## src/rtl/decoder_pkg.sv

```systemverilog
// Shared widths and state encoding for the 3-to-8 decoder / 8-to-3 encoder pair.
// CODE_W and ONEHOT_W are also used by the encoder side, so the two directions
// always agree on the binary and one-hot widths.
package decoder_pkg;

  localparam int unsigned CODE_W   = 3;
  localparam int unsigned ONEHOT_W = 8;

  typedef enum logic {
    IDLE   = 1'b0,
    ACTIVE = 1'b1
  } state_t;

endpackage

```

## src/rtl/decoder3x8.sv

```systemverilog
// Combinational binary-to-one-hot decoder.
// Ports:
//   en    - enable; y is all-zero when low
//   code  - binary code 0..7
//   y     - one-hot result, bit 'code' set when enabled
module decoder3x8
  import decoder_pkg::*;
(
  input  logic                en,
  input  logic [CODE_W-1:0]   code,
  output logic [ONEHOT_W-1:0] y
);

  always_comb begin
    y = '0;
    if (en) begin
      y = ONEHOT_W'(1) << code;
    end
  end

endmodule

```

## src/rtl/decoder3x8_strobe.sv

```systemverilog
// Registered 3-to-8 one-hot decoder with a valid/ready input handshake and a
// timed output strobe. Each accepted code holds one output line high for
// PULSE_LEN cycles, then releases it and pulses done for one cycle.
// Ports:
//   clk       - rising-edge clock
//   rst       - synchronous, active-high reset
//   in_valid  - in_code is presented
//   in_code   - binary code 0..7
//   in_ready  - block can accept a code this cycle (from state register only)
//   out       - registered one-hot strobe, all-zero when idle
//   out_valid - high while out drives a code
//   done      - one-cycle pulse in the first idle cycle after a strobe
module decoder3x8_strobe
  import decoder_pkg::*;
#(
  parameter int unsigned PULSE_LEN = 4
) (
  input  logic                clk,
  input  logic                rst,
  input  logic                in_valid,
  input  logic [CODE_W-1:0]   in_code,
  output logic                in_ready,
  output logic [ONEHOT_W-1:0] out,
  output logic                out_valid,
  output logic                done
);

  localparam int unsigned CNT_W = (PULSE_LEN > 1) ? $clog2(PULSE_LEN) : 1;
  localparam logic [CNT_W-1:0] CNT_LOAD = CNT_W'(PULSE_LEN - 1);

  if (PULSE_LEN < 1 || PULSE_LEN > 256) begin : g_bad_pulse_len
    $error("decoder3x8_strobe: PULSE_LEN must be in 1..256");
  end

  state_t              state_q, state_d;
  logic [ONEHOT_W-1:0] out_q, out_d;
  logic                out_valid_q, out_valid_d;
  logic                done_q, done_d;
  logic [CNT_W-1:0]    cnt_q, cnt_d;

  logic                accept;
  logic [ONEHOT_W-1:0] dec_y;

  // Gating the decoder with the handshake keeps an X on in_code (while
  // in_valid is low) from ever reaching the output register.
  assign accept = in_valid && (state_q == IDLE);

  decoder3x8 u_dec (
    .en   (accept),
    .code (in_code),
    .y    (dec_y)
  );

  always_comb begin
    state_d     = state_q;
    out_d       = out_q;
    out_valid_d = out_valid_q;
    done_d      = 1'b0;
    cnt_d       = cnt_q;
    unique case (state_q)
      IDLE: begin
        if (accept) begin
          out_d       = dec_y;
          out_valid_d = 1'b1;
          cnt_d       = CNT_LOAD;
          state_d     = ACTIVE;
        end
      end
      ACTIVE: begin
        // Counter starts at PULSE_LEN-1, so the release edge falls after
        // exactly PULSE_LEN cycles of a driven output.
        if (cnt_q != '0) begin
          cnt_d = cnt_q - CNT_W'(1);
        end else begin
          out_d       = '0;
          out_valid_d = 1'b0;
          done_d      = 1'b1;
          state_d     = IDLE;
        end
      end
      default: state_d = IDLE;
    endcase
  end

  always_ff @(posedge clk) begin
    if (rst) begin
      state_q     <= IDLE;
      out_q       <= '0;
      out_valid_q <= 1'b0;
      done_q      <= 1'b0;
      cnt_q       <= '0;
    end else begin
      state_q     <= state_d;
      out_q       <= out_d;
      out_valid_q <= out_valid_d;
      done_q      <= done_d;
      cnt_q       <= cnt_d;
    end
  end

  assign in_ready  = (state_q == IDLE);
  assign out       = out_q;
  assign out_valid = out_valid_q;
  assign done      = done_q;

endmodule

```

## config.mk

```make
export PLATFORM = sky130hd
export DESIGN_NAME = decoder3x8_strobe
export DESIGN_NICKNAME = d
export VERILOG_FILES = /design/src/rtl/decoder_pkg.sv /design/src/rtl/decoder3x8.sv /design/src/rtl/decoder3x8_strobe.sv
export SDC_FILE = /design/constraint.sdc
export NUM_CORES = 1
export LEC_CHECK = 0
export CAP_MARGIN = 20
export CORE_MARGIN = 3
export CORE_UTILIZATION = 37
export DETAILED_ROUTE_END_ITERATION = 10
export PLACE_DENSITY = 0.7
export SYNTH_ARGS = -nofsm -noshare
export SYNTH_HDL_FRONTEND = slang
export SYNTH_SLANG_ARGS = --single-unit
```

## constraint.sdc

```tcl
create_clock -name clk -period 1.1 [get_ports clk]
set_input_delay 0.33 -clock clk [delete_from_list [all_inputs] [get_ports clk]]
set_output_delay 0.33 -clock clk [all_outputs]
set_load 0.01 [all_outputs]
```

==> Yosys cells after proc, flatten, opt, wreduce, memory -nomap -nowiden <==
Cells that the tools add are included.
{ "classes": {"addsub": 1, "n_mul": 0, "div_mod_pow": 0, "n_lt_le_gt_ge": 0, "eq_ne": 3, "shifts": 1, "mux": 13, "bitwise": 1, "reduce_logical": 5} }
{ "op_table": {"columns": ["op", "n"], "rows": [
  ["8-bit two-way mux", 2],
  ["8-bit one-hot mux with 2 select lines", 1],
  ["1-bit by 3-bit << shifter with 8-bit output, first input constant", 1],
  ["1-bit two-way mux", 5],
  ["2-bit two-way mux", 2],
  ["2-bit by 1-bit inequality test with 1-bit output, second input constant", 2],
  ["1-bit one-hot mux with 2 select lines", 2],
  ["2-bit one-hot mux with 2 select lines", 1],
  ["2-bit AND reduction", 2],
  ["2-bit inequality test, second input constant", 1],
  ["2-bit nonzero test", 1],
  ["2-bit OR reduction", 1],
  ["2-bit by 1-bit subtractor with 2-bit output, second input constant", 1],
  ["1-bit logical AND", 1],
  ["1-bit NOT", 1]
]} }
{ "totals": {"ff_bits": 13, "latchBits": 0, "mem_bits_rw": 0, "rom_bits": 0, "input_bits": 6, "out_inout_bits": 11, "word_cells": 29, "memories": 0} }

==> Logic depth before layout (Yosys ltp) <==
Gate-level depths: netlist of the first run.
{ "logic_depth": {"ltp_word": 4, "mapped_depth": 5, "depth_no_buf": 5} }

==> Modules after synthesis <==
A second synthesis of the first run with hierarchy kept.
{ "unflattened": {"hier_cells": 57, "hier_area_um2": 566.8} }
{ "by_module_without_submodules": {"columns": ["mod", "instances", "cells_per_inst", "area_each_um2", "seq_area_each_um2"], "rows": [
  ["decoder3x8_strobe", 1, 49, 471.7, 260.2],
  ["decoder3x8", 1, 8, 95.1, 0.0]
]} }

==> Least setup slack after synthesis of the first run <==
Ideal clock, no wire load.
{ "synth_timing": {"path_kind": "reg2reg", "start": "register cnt_q[0]", "end": "register out_q[6], in the netlist out[6]", "arrival_ns": 1.111, "setup_slack_ns": -0.068, "path_stages_with_launch": 6, "path_buffers": 0, "path_cell_list": "dfxtp_1 inv_1 ha_1 nand2_1 nor3b_4 a22o_2"} }
{ "synth_between": {"elab_chain_len": 3} }
{ "synth_lines": {"columns": ["item", "line_no", "text"], "rows": [
  ["start, declared", "decoder3x8_strobe.sv:39", "logic [CNT_W-1:0] cnt_q, cnt_d;"],
  ["start signal, assigned", "decoder3x8_strobe.sv:97", "cnt_q <= cnt_d;"],
  ["2-bit nonzero test", "decoder3x8_strobe.sv:72", "if (cnt_q != '0) begin"],
  ["2-bit inequality test (no source line)", null, null],
  ["2-bit AND reduction (no source line)", null, null],
  ["end signal, assigned", "decoder3x8_strobe.sv:94", "out_q <= out_d;"],
  ["end, declared", "decoder3x8_strobe.sv:36", "logic [ONEHOT_W-1:0] out_q, out_d;"]
]} }
No other way between the ends.
A chain may end at the register's enable or synchronous reset.

==> metrics.yaml, run 1 <==
global_routing:
  grt_antenna_before_repair: 0
  grt_max_degree: 9
  grt_pass1_wl_um: 1952
  overflow: 0
  grt_use_total_pct: 14.51
  grt_pass1_vias: 450
critical_path:
  slowest_stage: "clkdlybuf4s50_1"
  path_max_fanout: 8
  critPathLaunchType: "input port"
  crit_type: "input port to flip-flop"
  critical_path_buf_inv_count: 1
  arrival_ns: 1.44
  cp_cell_sequence: "clkdlybuf4s50_1 -> nor3b_4 -> a22o_2"
  critPathMaxStageDelay_ns: 0.51
  worstPathRequired_ns: 1.31
  crit_family: "buffers and inverters"
  end_kind: "flip-flop"
logic_synthesis:
  netlist-cell-type-count: 19
  yosysWarnings: 0
  yosysMostFrequentCell: "dfxtp_1"
  synth_area_leader_cell: "dfxtp_1"
  synth_top_cell_area_share_pct: 51.61
  synth_area_leaders: "dfxtp_1, a22o_2, ha_1"
  syn_inst: 46
  postSynthAreaPerCell_um2: 10.96
  async_flop_share_pct: 0
  syn_area_um2: 504.2
  synth_edf_count: 0
  ys_seq_area_share_pct: 51.61
  synthesis.nets: 54
  synth_common_cells: "dfxtp_1, a22o_2, nor2_1"
  synth-main-ff-cell: "dfxtp_1"
  ys_seq_elements: 13
floorplanning:
  rows: 12
  die_h_um: 42.92
  io_pins: 17
  die_area_mm2: 0.001842
  core_area_mm2: 0.001186
  start_util_pct: 42.51
  die_w_um: 42.92
clocking:
  cts_max_path_buffers: 2
  cts_inserted_buffers: 3
  ctsHoldBuffers: 0
  h-tree-depth: 1
  root_buffer: "clkbuf_4"
  cts_tree: "built"
  cts_sinks: 13
  clkTransAtPathRegs_ns: 0.07
  clk-insertion-delay-late_ns: 0.27
timing:
  skew_ns: 0.005485
  fin_crit_sh_pct: 111.3
  holdWs_ns: 0.4703
  setup_violations: 12
  hold_viol_final: 0
  maxSlewHeadroom_pct: 76.34
  rsz0062_at_grt: "true"
  final_max_slew_viol_count: 0
  worstMarginPinSlew_ns: 0.3546
  max_freq_ghz: 0.8168
  finalCriticalPeriod_ns: 1.224
  setup_slack_ns: -0.1243
power:
  power_density_mw_per_mm2: 1240
  p_leak_nw: 0.3749
  irDropWorstVdd_v: 0.0009078
place:
  gp_congestion: 0.7191
  portBuffers: 16
status:
  outcome: "finished, violations left"
  violations: "setup timing"
routing:
  viasPerCell: 4.824
  via_count: 439
  ant_nets: 0
  wl_per_cell_um: 13.21
  drt_first_iter_violations: 7
  drc: 0
  routed_wirelength_um: 1202
  drt_pass1_iterations: 4
cells_and_area:
  fin_util_pct: 68.99
  antenna_cells: 0
  area_growth_syn_to_layout_pct: 62.28
  drive_above_1_share_pct: 70.13
  fin_nets: 86
run:
  drv_cap: 0
worst_hold_path:
  hp-class: "flip-flop to flip-flop"
-- cells in the final DEF (no fill, tap or decap) --
cell type and count:
a22o_2 6, dfxtp_2 9, nand2_2 1, clkbuf_4 3, buf_4 12, nor2_4 1
a22o_1 2, dfxtp_1 4, nor3b_4 1, nand2b_1 1, a221oi_2 1, inv_2 1
clkbuf_1 1, a21o_1 1, nor3_1 1, ha_4 1, buf_2 7, and3_2 1
buf_6 2, nor3b_1 2, clkdlybuf4s15_2 2, nor2b_1 1, nor2b_4 1, a21oi_1 1
inv_4 2, clkdlybuf4s50_1 4, dlygate4sd2_1 1, and2b_2 1, nor2_1 4, ha_2 1
a21oi_2 1
-- registers in the layout, summed over array words and instances (netlist names) --
signal and flops:
out_valid 1, cnt_q 2, state_q 1, out 8
done 1
-- per-stage QoR --
stage          setup TNS (ns)  cells  instance area [um2]  setup WS [ns]  power (W)
2_1_floorplan       -0.004276     46                525.5      -0.002740  0.0006171
3_3_place_gp           -5.307     84                765.7        -0.4402  0.0007024
3_5_place_dp           -5.906     84                765.7        -0.4734  0.0007101
4_1_cts                -1.060     90                782.0        -0.1084   0.001004
5_1_grt                -1.722     91                818.3        -0.1596   0.001076
6_report               -1.085     91                818.3        -0.1243   0.001015
-- routing by layer --
metal  wire [um]  vias to the layer above  track usage, %
li1            -                      224               -
met1         528                      202           17.18
met2         593                       11           22.75
met3          71                        2           7.627
met4           8                        0           3.727
met5           0                        -               0
-- final cells by class --
type                       instances  area (um2)
clock buffer                       4       26.28
fill                              98       367.9
inverter                           3       16.27
multi-input combinational         29       267.8
sequential                        13       271.5
tap                               14       17.52
timing repair buffer              28       219.0
-- final timing paths --
path	startpoint	end	slack, ns	cells past startpoint
worst max register to register	cnt_q[0]	out[3]	-0.11	5
worst min register to register	out[2]	out[2]	0.47	1
worst max-delay path	rst	out[3]	-0.12	3
worst min-delay path	out[2]	out[2]	0.47	1
-- timing repair --
| action | CTS | global route |
|---|---|---|
| hold endpoints to repair | 0 | 0 |
| setup endpoints to repair | 21 | 18 |
| resized for setup | 50 | 10 |
| setup buffers | 3 | 1 |
| pin swaps | 8 | 3 |
-- cells by family after synthesis --
group,Yosys count,synth area share (%)
adder cells (fa/ha/maj),2,4.962
buffers and inverters,4,3.225
AND/OR/NAND/NOR,15,19.60
flip-flops,13,51.61
AO/OA/AOI/OAI,12,20.60
-- report_power, final --
| group | switching, W | total, W | internal, W |
|---|---|---|---|
| combinational | 0.000101 | 0.000218 | 0.000117 |
| sequential | 0.0000165 | 0.000515 | 0.000499 |
| clock | 0.000142 | 0.000282 | 0.000141 |
-- worst reg2reg max path: cells and delay by family (launching register included) --
family                     cells  cell delay [ns]
AOI/OAI and AO/OA              1             0.22
adders and majority gates      1             0.15
buffers and inverters          1             0.05
DFF                            1             0.35
and+or+nand+nor                2             0.39
Power figures use the tool's default switching activity.
==> run 2, diff against run 1 <==
- ABC_AREA: default -> 1
- CORE_UTILIZATION: 37 -> 39
- PLACE_DENSITY: 0.7 -> default
- PLACE_DENSITY_LB_ADDON: default -> 0.15
==> metrics.yaml, run 2 <==
critical_path:
  end_kind: "output port"
  critPathLaunchType: "flip-flop"
  arrival_ns: 0.75  # -0.69 ns
  crit_family: "flip-flops"
  path_max_fanout: 2  # -6
  rr_startpoint: "state_q"
  cp_cell_sequence: "inv_2 -> buf_6"
  rrSetupSlack_ns: 0.07  # +0.18 ns
  slowest_stage: "dfxtp_2"
  critical_path_buf_inv_count: 2  # +1
  crit_type: "flip-flop to output port"
  rr_worst_depth: 4  # -1
  worstPathRequired_ns: 0.77  # -0.54 ns
  critPathMaxStageDelay_ns: 0.33  # -0.18 ns
  critical_path.reg2reg.endpoint: "out[3]"
power:
  pwr-share-comb_pct: 22.2  # +0.8 points
  seq_power_share_pct: 49.1  # -1.7 points
  power_density_mw_per_mm2: 1209  # -2.5%
  clkPwrFrac_pct: 28.7  # +0.9 points
  irDropWorstVdd_v: 0.0008976  # -1.1%
  p_switching_w: 0.0003014  # +16%
  switching_share_pct: 29.14  # +3.6 points
  p_leak_nw: 0.4142  # +11%
  p_int_w: 0.0007329  # -3.0%
routing:
  drt-met1-wl_um: 634  # +20%
  via_count: 580  # +32%
  wl_met2_um: 646  # +8.9%
  wl_per_cell_um: 12.55  # -5.0%
  viasPerCell: 5.225  # +8.3%
  drc: 0  # unchanged
  drt_first_iter_violations: 12  # +5
  wl_met3_um: 88  # +24%
  routed_wirelength_um: 1393  # +16%
  maxUsedRoutingLayer: "met4"
  ant_nets: 0  # unchanged
  drt_pass1_iterations: 4  # unchanged
cells_and_area:
  layout_common_cells: "nand3_1, a21oi_1, dfxtp_2, buf_2, nand2_1"
  antenna_cells: 0  # unchanged
  area_growth_syn_to_layout_pct: 56.16
  fin_util_pct: 70.37  # +1.4 points
  layoutNonFillerInstCount: 111  # +22%
  largest_register_ffs: 8  # unchanged
  drive_above_1_share_pct: 52.58  # -18 points
  fillCellCount: 101  # +3.1%
  final_common_cell: "nand3_1"
  fin_nets: 106  # +23%
logic_synthesis:
  syn_area_um2: 548.0  # +8.7%
  synth_common_cells: "nand3_1, dfxtp_1, a21oi_1"
  postSynthAreaPerCell_um2: 7.719  # -30%
  ys_seq_elements: 13  # unchanged
  ys_seq_area_share_pct: 47.49  # -4.1 points
  yosysMostFrequentCell: "nand3_1"
  synth_compound_area_share_pct: 10.96  # -9.6 points
  synth_simple_gate_area_share_pct: 28.08  # +8.5 points
  synth_fa_ha_area_share_pct: 4.566  # -0.40 points
  synth-main-ff-cell: "dfxtp_1"
  async_flop_share_pct: 0  # unchanged
  syn_inst: 71  # +54%
  synth_top_family_by_area: "simple AND/OR/NAND/NOR gates"
  synthMuxAreaShare_pct: 0  # unchanged
  synth_area_leader_cell: "dfxtp_1"
  yosysWarnings: 0  # unchanged
  netlist-cell-type-count: 12  # -7
  synth_area_leaders: "dfxtp_1, nand3_1, a21oi_1"
  synth_edf_count: 0  # unchanged
  synth_xor_area_share_pct: 0  # unchanged
  synthesis.nets: 79  # +46%
  synth_top_cell_area_share_pct: 47.49  # -4.1 points
place:
  place_ws_ns: -0.3359  # +0.1375 ns
  gp_congestion: 0.8119  # +13%
  portBuffers: 16  # unchanged
  placedCellCount: 106  # +26%
  dp_hpwl_um: 860.3
timing:
  worstMarginPinSlew_ns: 0.3034  # -0.05120 ns
  setup_slack_ns: 0.01655  # +0.1408 ns
  holdWs_ns: 0.4353  # -0.03503 ns
  maxSlewHeadroom_pct: 79.74  # +3.4 points
  final_max_slew_viol_count: 0  # unchanged
  hold_viol_final: 0  # unchanged
  skew_ns: 0.008614  # +0.003129 ns
  setup-tns-final_ns: 0  # +1.085 ns
  rsz0062_at_grt: "true"
  setup_violations: 0  # -12
  max_freq_ghz: 0.9230  # +13%
  finalCriticalPeriod_ns: 1.083  # -0.1408 ns
  fin_crit_sh_pct: 98.50  # -13 points
global_routing:
  grt_antenna_before_repair: 0  # unchanged
  grt_pass1_vias: 483  # +7.3%
  grt_max_degree: 14  # +5
  grt_use_total_pct: 14.33  # -0.17 points
  grt_pass1_wl_um: 2049  # +5.0%
  overflow: 0  # unchanged
run:
  drv_cap: 0  # unchanged
clocking:
  clkTransAtPathRegs_ns: 0.08  # about the same
  h-tree-depth: 1  # unchanged
  root_buffer: "clkbuf_4"
  ctsHoldBuffers: 0  # unchanged
  cts_setup_buffers: 0  # -3
  cts_tree: "built"
  cts_sinks: 13  # unchanged
  cts_max_path_buffers: 2  # unchanged
  clk-insertion-delay-late_ns: 0.28  # about the same
  cts_inserted_buffers: 3  # unchanged
floorplanning:
  die_area_mm2: 0.001891  # +2.7%
  rows: 12  # unchanged
  start_util_pct: 45.06  # +2.6 points
  die_h_um: 43.49  # +1.3%
  io_pins: 17  # unchanged
  core_area_mm2: 0.001216  # +2.5%
  die_w_um: 43.49  # +1.3%
worst_hold_path:
  hold-path-endpoint: "out[6]"
  holdPathStages: 4  # +3
  hold_start: "in_code[0]"
  hp-class: "input port to flip-flop"
status:
  outcome: "completed"
## run 2: worst max-delay path by stage
| stage | from | slack [ns] | end | cells after the start |
|---|---|---|---|---|
| after floorplan | cnt_q[0] | 0.13 | out[0] | 5 |
| final | state_q | 0.02 | in_ready | 2 |
| after global placement | in_valid | -0.30 | out[0] | 5 |
| after CTS | state_q | 0.003 | in_ready | 2 |
| after global routing | state_q | -0.02 | in_ready | 2 |
| after detailed placement | in_valid | -0.34 | out[5] | 5 |
## run 2: worst reg2reg max path, delay by kind of cell (launching register included)
family / cells / cell delay, ns
simple gates: 2 / 0.34
flops: 1 / 0.32
buf+inv: 1 / 0.16
compound gates: 1 / 0.14
## run 2: layout make-up
| cell class | count | area [um2] | share of cell area (%) |
|---|---|---|---|
| multi-input cells | 48 | 312.8 | 36.55 |
| inverters | 9 | 33.78 | 3.947 |
| well taps | 14 | 17.52 | 2.047 |
| clock buffers | 4 | 26.28 | 3.070 |
| repair buffers | 23 | 192.7 | 22.51 |
| flip-flops and latches | 13 | 272.8 | 31.87 |
## run 2: repair_timing
item | in CTS | in global routing
endpoints found under the setup margin | 20 | 15
gates resized for setup | 56 | 23
gates cloned | 0 | 1
pin swaps | 0 | 5
## run 2: power groups by stage
stage | logic (W) | registers, W | clock network [W]
after detailed placement | 0.000196 | 0.000516 | 0
after global placement | 0.000191 | 0.000515 | 0
final | 0.000230 | 0.000507 | 0.000297
after global routing | 0.000252 | 0.000511 | 0.000318
after CTS | 0.000197 | 0.000506 | 0.000307
after floorplan | 0.0000946 | 0.000524 | 0
## run 2: layer usage
layer,vias to the layer above,track usage [%]
met1,269,18.34
met5,-,0
li1,288,-
met4,0,3.614
met3,4,6.639
met2,19,21.83
## run 2: logic make-up after synthesis
logic type,count (synthesis)
compound gates,12
buf+inv,11
simple gates,33
fa+ha+maj,2
flops,13
## run 2: per-stage QoR
| stage | area [um2] | total power, W |
|---|---|---|
| global route | 855.8 | 0.001081 |
| floorplan | 548.0 | 0.0006187 |
| CTS | 778.2 | 0.001010 |
| detailed placement | 775.7 | 0.0007118 |
| finish | 855.8 | 0.001034 |
| global placement | 775.7 | 0.0007057 |
==> run 3, diff against run 2 <==
- clock period: 1.1 -> 0.9 ns (I/O delays scaled with it)
==> metrics.yaml, run 3 (same netlist as run 2, synthesis figures left out) <==
clocking:
  cts_inserted_buffers: 3  # unchanged
  clk-insertion-delay-late_ns: 0.28  # about the same
  cts_sinks: 13  # unchanged
  cts_max_path_buffers: 2  # unchanged
  root_buffer: "clkbuf_4"
  cts_tree: "built"
  ctsHoldBuffers: 0  # unchanged
  clkTransAtPathRegs_ns: 0.08  # about the same
  h-tree-depth: 1  # unchanged
cells_and_area:
  layoutNonFillerInstCount: 116  # +4.5%
  largest_register_ffs: 8  # unchanged
  final_area_mm2: 0.001025  # +20%
  antenna_cells: 0  # unchanged
  fin_nets: 111  # +4.7%
  layout_common_cells: "nand3_1, dfxtp_2, buf_6, buf_4, a21oi_2"
  area_growth_syn_to_layout_pct: 86.99
  drive_above_1_share_pct: 66.67  # +14 points
timing:
  maxSlewHeadroom_pct: 82.38  # +2.6 points
  final_max_slew_viol_count: 0  # unchanged
  max_freq_ghz: 0.9061
  setup_slack_ns: -0.2037  # -0.2202 ns
  fin_crit_sh_pct: 122.6
  worstMarginPinSlew_ns: 0.2637  # -0.03964 ns
  hold_viol_final: 0  # unchanged
  setup_violations: 24  # +24
  setup-tns-final_ns: -2.743  # -2.743 ns
  skew_ns: 0.001529  # -0.007086 ns
  rsz0062_at_grt: "true"
  finalCriticalPeriod_ns: 1.104
global_routing:
  overflow: 0  # unchanged
  grt_use_total_pct: 19.92  # +5.6 points
  grt_max_degree: 14  # unchanged
  grt_antenna_before_repair: 0  # unchanged
  grt_pass1_wl_um: 2691  # +31%
  grt_pass1_vias: 583  # +21%
floorplanning:
  start_util_pct: 45.06  # unchanged
  die_h_um: 43.49  # unchanged
  die_w_um: 43.49  # unchanged
  io_pins: 17  # unchanged
  rows: 12  # unchanged
  die_area_mm2: 0.001891  # unchanged
  core_area_mm2: 0.001216  # unchanged
routing:
  via_count: 619  # +6.7%
  routed_wirelength_um: 1925  # +38%
  ant_nets: 0  # unchanged
  drt_first_iter_violations: 8  # -4
  drt_pass1_iterations: 4  # unchanged
  drc: 0  # unchanged
  viasPerCell: 5.336  # +2.1%
  wl_per_cell_um: 16.59  # +32%
power:
  power_density_mw_per_mm2: 1389  # +15%
  p_leak_nw: 0.4347  # +4.9%
  irDropWorstVdd_v: 0.0009685  # +7.9%
place:
  dp_hpwl_um: 945.1  # +9.9%
  portBuffers: 16  # unchanged
  gp_congestion: 0.8187  # +0.84%
  placedCellCount: 105  # -0.94%
  place_area_um2: 787.0  # +1.5%
status:
  outcome: "finished, violations left"
  violations: "setup timing"
critical_path:
  rr_worst_depth: 5  # +1
  critPathLaunchType: "flip-flop"
  worstPathRequired_ns: 1.10  # +0.33 ns
  end_kind: "flip-flop"
  rrSetupSlack_ns: -0.20  # -0.27 ns
  critPathMaxStageDelay_ns: 0.36  # +0.03 ns
  crit_type: "flip-flop to flip-flop"
  slowest_stage: "dfxtp_4"
  arrival_ns: 1.31  # +0.56 ns
  path_max_fanout: 5  # +3
  cp_cell_sequence: "buf_8 -> buf_4 -> nand2_4 -> nand3_1 -> a21oi_1"
worst_hold_path:
  hp-class: "flip-flop to flip-flop"
  holdPathStages: 2  # -2
run:
  drv_cap: 0  # unchanged
run 3: cell types whose count changed in the layout (fill, tap and decap cells not counted), moves of 4 or more:
cell / change
buf_2: -9
a21oi_2: +5
a21oi_1: -5
buf_6: +10
dlymetal6s2s_1: -4
run 3: what timing repair did:
item | CTS | global route
gates cloned | 1 | 0
hold endpoints to repair | 0 | 0
endpoints found under the setup margin | 23 | 24
buffers inserted | 1 | 5
resized for setup | 81 | 17
pin swaps | 6 | 11
run 3: area by class of cell:
cell class              count  area, um2
repair buffers             28      285.3
fillers                    65      191.4
well taps                  14      17.52
multi-input cells          48      375.4
inverters                   9      41.29
flip-flops and latches     13      279.0
clock buffers               4      26.28
run 3: path summary, 6_finish.rpt:
kind                 from       end
hold / removal     out[5]    out[5]
setup / recovery  state_q  cnt_q[1]
setup reg to reg  state_q  cnt_q[1]
hold reg to reg    out[5]    out[5]
run 3: through the flow:
stage / util, % / power, W / hold WS [ns] / setup slack, ns
finish: 84.26 / 0.001423 / 0.5000 / -0.2037
global route: 84.26 / 0.001491 / 0.5188 / -0.2414
CTS: 75.93 / 0.001320 / 0.4794 / -0.1578
detailed placement: 64.71 / 0.0008894 / 0.4613 / -0.5038
global placement: 64.71 / 0.0008807 / 0.4476 / -0.4644
floorplan: - / 0.0007748 / 0.3317 / -0.005844
run 3: report_power, final:
part / leakage (nW) / internal, W / total (W) / switching (W)
clock network: 0.0150 / 0.000172 / 0.000377 / 0.000205
logic: 0.308 / 0.000192 / 0.000411 / 0.000218
registers: 0.112 / 0.000609 / 0.000635 / 0.0000268
total: 0.435 / 0.000973 / 0.00142 / 0.000450
run 3: layer usage:
| layer | global-route usage (%) | part of all wire, % |
|---|---|---|
| met1 | 22.81 | 40 |
| met2 | 30.38 | 53 |
| met3 | 7.054 | 3.7 |
| met4 | 14.46 | 3.0 |
| met5 | 0 | 0 |
run 3: worst max-delay path: cells and delay by family (launching register included):
kind | cells | cell delay (ns)
flops | 1 | 0.36
buf+inv | 2 | 0.27
compound gates | 1 | 0.20
simple gates | 2 | 0.19
